==> src/rtl/mx11_regbank.sv <==
// mx11_regbank: register-bank end of the MX11 register bus.
// Lane-extracting write-back sink with a two-stage capture/commit pipeline,
// a per-register dirty scoreboard and a sticky illegal-class error flag.
module mx11_regbank #(
  parameter int unsigned DATA_WIDTH = 8,
  parameter int unsigned DEPTH      = 16,
  parameter int unsigned FLAGS_IDX  = 7
) (
  input  logic                                 clk,
  input  logic                                 rst,
  output logic [DEPTH-1:0][DATA_WIDTH-1:0]     reg_line,
  input  logic [DEPTH-1:0][DATA_WIDTH-1:0]     data_line,
  input  logic [7:0]                           load_addr,
  input  logic                                 load_valid,
  output logic                                 load_ready,
  input  logic                                 hold,
  output logic [DEPTH-1:0]                     dirty,
  output logic                                 busy,
  output logic                                 err,
  input  logic                                 err_clr
);

  localparam int unsigned AW       = $clog2(DEPTH);
  localparam int unsigned CLS_W    = 4;
  localparam int unsigned MAX_CLS  = 1;

  // The flags register is an ordinary register, but it must exist in the bank.
  if (FLAGS_IDX >= DEPTH) begin : g_flags_idx_check
    $error("mx11_regbank: FLAGS_IDX must be below DEPTH");
  end

  // Capture stage (S1) and commit stage (S2) state.
  logic                  s1_valid;
  logic [AW-1:0]         s1_dst;
  logic [DATA_WIDTH-1:0] s1_lane;
  logic                  s2_valid;
  logic [AW-1:0]         s2_dst;
  logic [DATA_WIDTH-1:0] s2_lane;

  logic [AW-1:0]         req_dst;
  logic [CLS_W-1:0]      req_cls;
  logic                  req_legal;
  logic                  accept;
  logic                  s2_commit;
  logic                  s2_free;
  logic                  s1_adv;

  // Request decode and pipeline movement conditions.
  always_comb begin
    req_dst    = load_addr[AW-1:0];
    req_cls    = load_addr[7:4];
    req_legal  = (req_cls <= CLS_W'(MAX_CLS));
    s2_commit  = s2_valid && !hold;
    s2_free    = !s2_valid || !hold;
    s1_adv     = s1_valid && s2_free;
    load_ready = !rst && !(s1_valid && s2_valid && hold);
    accept     = load_valid && load_ready;
    busy       = s1_valid || s2_valid;
  end

  // Scoreboard: a register is dirty while either stage targets it.
  always_comb begin
    dirty = '0;
    if (s1_valid) dirty[s1_dst] = 1'b1;
    if (s2_valid) dirty[s2_dst] = 1'b1;
  end

  // Capture stage: load on a legal accept, otherwise empty when drained.
  always_ff @(posedge clk or posedge rst) begin
    if (rst) begin
      s1_valid <= 1'b0;
      s1_dst   <= '0;
      s1_lane  <= '0;
    end else if (accept && req_legal) begin
      s1_valid <= 1'b1;
      s1_dst   <= req_dst;
      s1_lane  <= data_line[req_dst];
    end else if (s1_adv) begin
      s1_valid <= 1'b0;
    end
  end

  // Commit stage: take S1 when free, otherwise empty after committing.
  always_ff @(posedge clk or posedge rst) begin
    if (rst) begin
      s2_valid <= 1'b0;
      s2_dst   <= '0;
      s2_lane  <= '0;
    end else if (s1_adv) begin
      s2_valid <= 1'b1;
      s2_dst   <= s1_dst;
      s2_lane  <= s1_lane;
    end else if (s2_commit) begin
      s2_valid <= 1'b0;
    end
  end

  // Register file write on commit; reg_line shows committed state only.
  always_ff @(posedge clk or posedge rst) begin
    if (rst) begin
      reg_line <= '0;
    end else if (s2_commit) begin
      reg_line[s2_dst] <= s2_lane;
    end
  end

  // Sticky error: an illegal accept wins over a simultaneous clear.
  always_ff @(posedge clk or posedge rst) begin
    if (rst) begin
      err <= 1'b0;
    end else if (accept && !req_legal) begin
      err <= 1'b1;
    end else if (err_clr) begin
      err <= 1'b0;
    end
  end

endmodule

==> config.mk <==
export PLATFORM = sky130hd
export DESIGN_NAME = mx11_regbank
export DESIGN_NICKNAME = d
export VERILOG_FILES = /design/src/rtl/mx11_regbank.sv
export SDC_FILE = /design/constraint.sdc
export NUM_CORES = 1
export LEC_CHECK = 0
export ABC_AREA = 1
export BUFFER_PORTS_ARGS = -buffer_cell sky130_fd_sc_hd__buf_2
export CAP_MARGIN = 40
export CELL_PAD_IN_SITES_DETAIL_PLACEMENT = 0
export CELL_PAD_IN_SITES_GLOBAL_PLACEMENT = 1
export CORE_MARGIN = 5
export CORE_UTILIZATION = 38
export DETAILED_ROUTE_END_ITERATION = 10
export PLACE_DENSITY = 0.92
export REMOVE_ABC_BUFFERS = 1
export SETUP_SLACK_MARGIN = 0.4
export SLEW_MARGIN = 0
export SYNTH_ARGS = -nofsm -noshare
export SYNTH_HDL_FRONTEND = slang
export SYNTH_SLANG_ARGS = --single-unit
==> constraint.sdc <==
create_clock -name clk -period 16.06 [get_ports clk]
set_input_delay 3.212 -clock clk [delete_from_list [all_inputs] [get_ports clk]]
set_output_delay 3.212 -clock clk [all_outputs]
set_load 0.01 [all_outputs]
==> results.md, run 1 <==
* Status: finished clean
* Power Dens Cells at 114 nW/µm²
* Row Count at 52
* Diodes inserted at 0
* Final hold vios at 0
* Most common cell after layout, fill and taps aside: nand2_1
* Initial antenna violation count at 2
* Final setup viols at 0
* Clock sinks at 155
* Setup CP Type: input pin to output port
* 1st-iter DRT viols at 384
* Vias in the first global route at 6919
* Top Ports at 288
* Busiest grt layer: met2
* Largest net degree at the start of global routing at 78
* Hold buffers post-CTS at 0
* H-tree depth at 4
* Starting Density at 38.3%
* FF/Latch Area at 3880 µm²
* Tot GR Track Use at 19.9%
* Fin area at 9870 µm²
* Register clock-pin slew on the reported worst setup and hold paths at 60 ps
* RSZ-0062 raised after global routing: no
* Drt wl/cell at 16.0 µm
* Maxcap violations at 0
* Vias per inst at 4.85
* Full die area at 23200 µm²
* Die height at 152 µm
* GR Util met3 at 5.06%
* Nets at 1319
* Crit path required time at 12850 ps
* Gp weighted congestion at 0.778
* Fill cells at 1993
* Netlist cell types at 27
* Multi-input gate area at 3170 µm²
* Most frequent CP cell: buf_2
* Final Max Slew Viols at 0
* CTS tree: built
* CP startpoint kind: input pin
* Area after DPL at 9250 µm²
* Cells after synthesis at 921
* Synthesized flop and latch total at 155
* Worst skew pair latency at 420 ps
* Synthesis-to-layout area growth at 28.5%
* Cell Chain, Critical Path: buf_2, inv_6, nand2_1, inv_1, buf_2
* GR Overflow Total at 0
* Routed WL at 23.3 mm
* Final Critical Period at 7440 ps
* Dpl hpwl at 16.8 mm
* Vias after detailed routing at 7082
* Sequential area share after synthesis at 50.5%
* CP peak stage delay at 490 ps
* CP max FO at 77
* Final worst path period share at 46.3%
* Die W at 152 µm
* CTS Buf Count at 17
* Fin Clk Skew at 8.49 ps
* Most frequent cells in the layout: nand2_1, buf_2, dfrtp_1
* Met1 Track Usage GR at 24.6%
* Core footprint at 20000 µm²
* Worst slew pin tran at 773 ps
* CP Capture Type: output port
* Slowest CP cell: inv_6
* Reg-to-reg slack, setup at 14030 ps
* Dpl ws at 8570 ps
* PostCTS Resize Cnt at 0
* Slew Limit Headroom at 48.4%
* Postcts setup bufs at 0
* Syn_area_per_cell at 8.34 µm²
* Critical Path AT at 4230 ps
* DR DRC count at 0
* Tot Pwr at 1.13 mW
* Setup WS post-layout at 8620 ps
* Wire length of the first global-routing pass at 37.3 mm
* Worst ir drop on vdd at 72.1 µV
* DR pass1 iterations at 5
* Clk buf depth at 2
* Layout cells sized above 1 at 31.4%
* Netlist Area Pre-Place at 7680 µm²
* I/O Buffers at 286
* Leakage at 5.49 nW
* Fmax at 134 MHz
* Root Driver: clkbuf_16
* YS warnings at 0
* Grt met2 use at 34.0%
* Hold WC Path Type: flop to flop
* Antenna-violating nets left at 0
* Setup TNS at 0 ps
metrics by stage:
stage,util [%],instances,hold WS (ps)
5_1_grt,49.3,1461,497
3_3_place_gp,45.5,1424,461
6_report,49.3,1461,480
2_1_floorplan,-,866,450
3_5_place_dp,46.1,1429,466
4_1_cts,49.3,1461,483
state kept, by name, indices dropped and copies added, names as in the netlist:
register  flops
err           1
reg_line    128
s1_dst        4
s1_lane       8
s1_valid      1
s2_dst        4
s2_lane       8
s2_valid      1
report_power, final:
group          internal (mW)  switching (mW)
registers              0.437          0.0341
clock network          0.251           0.173
logic                 0.0778           0.157
cells in the mapped netlist, drive strengths merged:
cell / n / share of area, %
nor3: 5 / 0.33
a32o: 8 / 1.0
dfrtp: 155 / 51
nor2: 23 / 1.9
clkinv: 1 / 0.049
a21oi: 9 / 0.59
inv: 77 / 3.8
clkbuf: 21 / 1.0
nand4: 9 / 2.4
a22o: 8 / 0.91
nand3: 109 / 8.2
buf: 34 / 3.4
o21ai: 136 / 9.9
nand2: 326 / 16
critical path: cells and delay by family:
kind	cells	cell delay, ps
buffers and inverters	4	880
and+or+nand+nor	1	110
path summary, 6_finish.rpt:
path / from / endpoint / cells after the start
worst min register to register: reg_line[46] / reg_line[46] / 2
min in group asynchronous: rst / reg_line[41] / 2
worst min-delay path: reg_line[46] / reg_line[46] / 2
worst max register to register: s1_valid / s1_lane[3] / 7
max in group asynchronous: rst / reg_line[54] / 4
worst max-delay path: rst / load_ready / 5
layer usage:
metal | wire length (µm) | vias up | part of all wire (%)
li1 | - | 3516 | -
met1 | 9840 | 3283 | 42
met2 | 11400 | 241 | 49
met3 | 1490 | 38 | 6.4
met4 | 548 | 4 | 2.3
met5 | 27 | - | 0.12
cell type report:
| cell class | count | area share, % |
|---|---|---|
| Sequential cell | 155 | 39.3 |
| Clock inverter | 15 | 2.02 |
| Timing Repair Buffer | 293 | 15.8 |
| Multi-Input combinational cell | 633 | 32.1 |
| Tap cell | 270 | 3.42 |
| Clock buffer | 17 | 4.31 |
| Inverter | 78 | 3.02 |
logic make-up (layout without fill, tap and decap cells):
kind of cell    after synthesis  count (layout)  share of synthesized area, %
simple gates                472             472                          28.8
buf+inv                     133             403                          8.26
flops                       155             155                          50.5
compound gates              161             161                          12.4
No activity file was read; power rests on OpenSTA's default activity.
==> inputs of run 2 (changes only) <==
CORE_UTILIZATION = 32   (was 38)
PLACE_DENSITY = 0.83   (was 0.92)
clock period = 6.6 ns   (was 16.06 ns; I/O delays follow)
==> results.md, run 2 (synthesis gave the netlist of run 1 again) <==
* CTS Buf Count at 17 (unchanged)
* DR pass1 iterations at 5 (unchanged)
* Leakage at 5.49 nW (about the same)
* Most frequent cells in the layout: nand2_1, buf_2, dfrtp_1
* Power Dens Cells at 279 nW/µm² (+140%)
* Vias after detailed routing at 7008 (-1.0%)
* Fin util at 42.2% (-7.1 points)
* DR DRC count at 0 (unchanged)
* CP max FO at 88 (+14%)
* Fmax at 269 MHz
* Cell Chain, Critical Path: buf_2, inv_6, nand2_1, inv_1, buf_2
* Critical Path AT at 2400 ps (-1830 ps)
* Largest Register: reg_line
* Synthesis-to-layout area growth at 29.3%
* CP peak stage delay at 550 ps (+60 ps)
* Starting Density at 32.6% (-5.7 points)
* Metal1 wirelength at 10.2 mm (+3.9%)
* Tot GR Track Use at 17.0% (-2.9 points)
* Worst skew pair latency at 430 ps (about the same)
* Antenna-violating nets left at 0 (unchanged)
* Clock sinks at 155 (unchanged)
* Most frequent CP cell: buf_2
* Final Max Slew Viols at 0 (unchanged)
* RSZ-0062 raised after global routing: no
* Nets at 1319 (unchanged)
* Initial antenna violation count at 1 (-1)
* Clk buf depth at 2 (unchanged)
* Hold buffers post-CTS at 0 (unchanged)
* Vias in the first global route at 6715 (-2.9%)
* Fill cells at 2433 (+22%)
* Status: finished clean
* Final worst path period share at 56.4%
* H-tree depth at 4 (unchanged)
* Largest registers: reg_line x128, s1_lane x8, s2_lane x8
* GR Overflow Total at 0 (unchanged)
* CP startpoint kind: input pin
* Wire length of the first global-routing pass at 36.2 mm (-2.8%)
* Tot Pwr at 2.77 mW (+150%)
* Metal2 WL at 11.2 mm (-1.7%)
* Routed WL at 23.5 mm (+0.84%)
* Top Ports at 288 (unchanged)
* Setup CP Type: input pin to output port
* Maxcap violations at 0 (unchanged)
* Uppermost layer routed: met4
* Met3 WL at 1.72 mm (+15%)
* Worst ir drop on vdd at 189 µV (+160%)
* Largest register FFs at 128 (unchanged)
* Final hold vios at 0 (unchanged)
* CTS tree: built
* Core footprint at 23500 µm² (+17%)
* I/O Buffers at 286 (unchanged)
* Fin Clk Skew at 8.65 ps (+0.157 ps)
* Setup TNS at 0 ps (unchanged)
* Final Critical Period at 3720 ps
* Row Count at 56 (+7.7%)
* FF-to-FF Start: s1_valid
* Drt wl/cell at 15.6 µm (-2.4%)
* Largest delay share family, worst path: buffers and inverters
* Dpl hpwl at 17.4 mm (+3.3%)
* Crit path required time at 5280 ps (-7570 ps)
* Vias per inst at 4.64 (-4.3%)
* Largest net degree at the start of global routing at 89 (+14%)
* Slowest CP cell: inv_6
* PostCTS Resize Cnt at 0 (unchanged)
* Final setup viols at 0 (unchanged)
* Slew Limit Headroom at 43.4% (-5.0 points)
* Die W at 165 µm (+8.4%)
* Layout cells sized above 1 at 31.2% (-0.23 points)
* Root Driver: clkbuf_16
* CP Capture Type: output port
* Gp weighted congestion at 0.820 (+5.3%)
* CP Launch Point: rst
* Die height at 165 µm (+8.4%)
* Register clock-pin slew on the reported worst setup and hold paths at 60 ps (about the same)
* CP Buf/Inv Count at 4 (unchanged)
* Worst slew pin tran at 848 ps (+75.2 ps)
* Hold WC Path Type: flop to flop
* HP Start: reg_line[55]
* Full die area at 27200 µm² (+17%)
* 1st-iter DRT viols at 488 (+27%)
* Most common cell after layout, fill and taps aside: nand2_1
* Postcts setup bufs at 0 (unchanged)
[run 2: cell types whose count changed in the layout (fill, tap and decap cells not counted), sizes merged]
cell and delta:
inv -4, clkbuf +3, bufinv +1, clkinvlp -1, diode +1
[run 2: metrics by stage]
stage	setup WS [ps]	instance area [µm²]	hold WS (ps)	instances
finish	2880	9930	476	1510
global route	2720	9930	487	1510
detailed placement	2840	9300	461	1478
floorplan	372	7340	450	866
CTS	2830	9930	476	1509
global placement	2830	9190	460	1473
[run 2: worst reg2reg max path, cell delays in order, from the launching register on]
cell and delay, ps:
dfrtp_1 480, nand3_1 190, nand2_1 70, inv_1 120
nand4_2 390, nor2_1 500, nand2_1 90, nand3_1 90
[run 2: layout make-up]
class | instances | area, µm² | area share, %
Clock buffer | 20 | 447 | 4.50
Timing Repair Buffer | 293 | 1560 | 15.7
Antenna cell | 1 | 2.50 | 0.0252
Sequential cell | 155 | 3880 | 39.0
Inverter | 78 | 298 | 3.00
Multi-Input combinational cell | 633 | 3170 | 31.9
Tap cell | 319 | 399 | 4.02
Clock inverter | 11 | 185 | 1.86
[run 2: worst paths after layout]
path                            depth (start not counted)  slack [ps]       endpoint
worst max-delay path                                    5        2880     load_ready
worst min-delay path                                    2         480   reg_line[55]
worst max register to register                          7        4600     s1_lane[5]
worst min register to register                          2         480   reg_line[55]
max in group asynchronous                               4        4360   reg_line[49]
min in group asynchronous                               2        1060  reg_line[124]
[run 2: power by group]
group | internal, mW | total, mW | switching [mW]
Sequential | 1.06 | 1.15 | 0.0822
Clock | 0.650 | 1.05 | 0.403
Combinational | 0.189 | 0.570 | 0.381
Total | 1.90 | 2.77 | 0.866
[run 2: routing by layer]
metal | up-vias | GRT usage [%]
met4 | 0 | 4.39
met5 | - | 0
li1 | 3513 | -
met1 | 3226 | 22.4
met2 | 247 | 28.1
met3 | 22 | 4.32
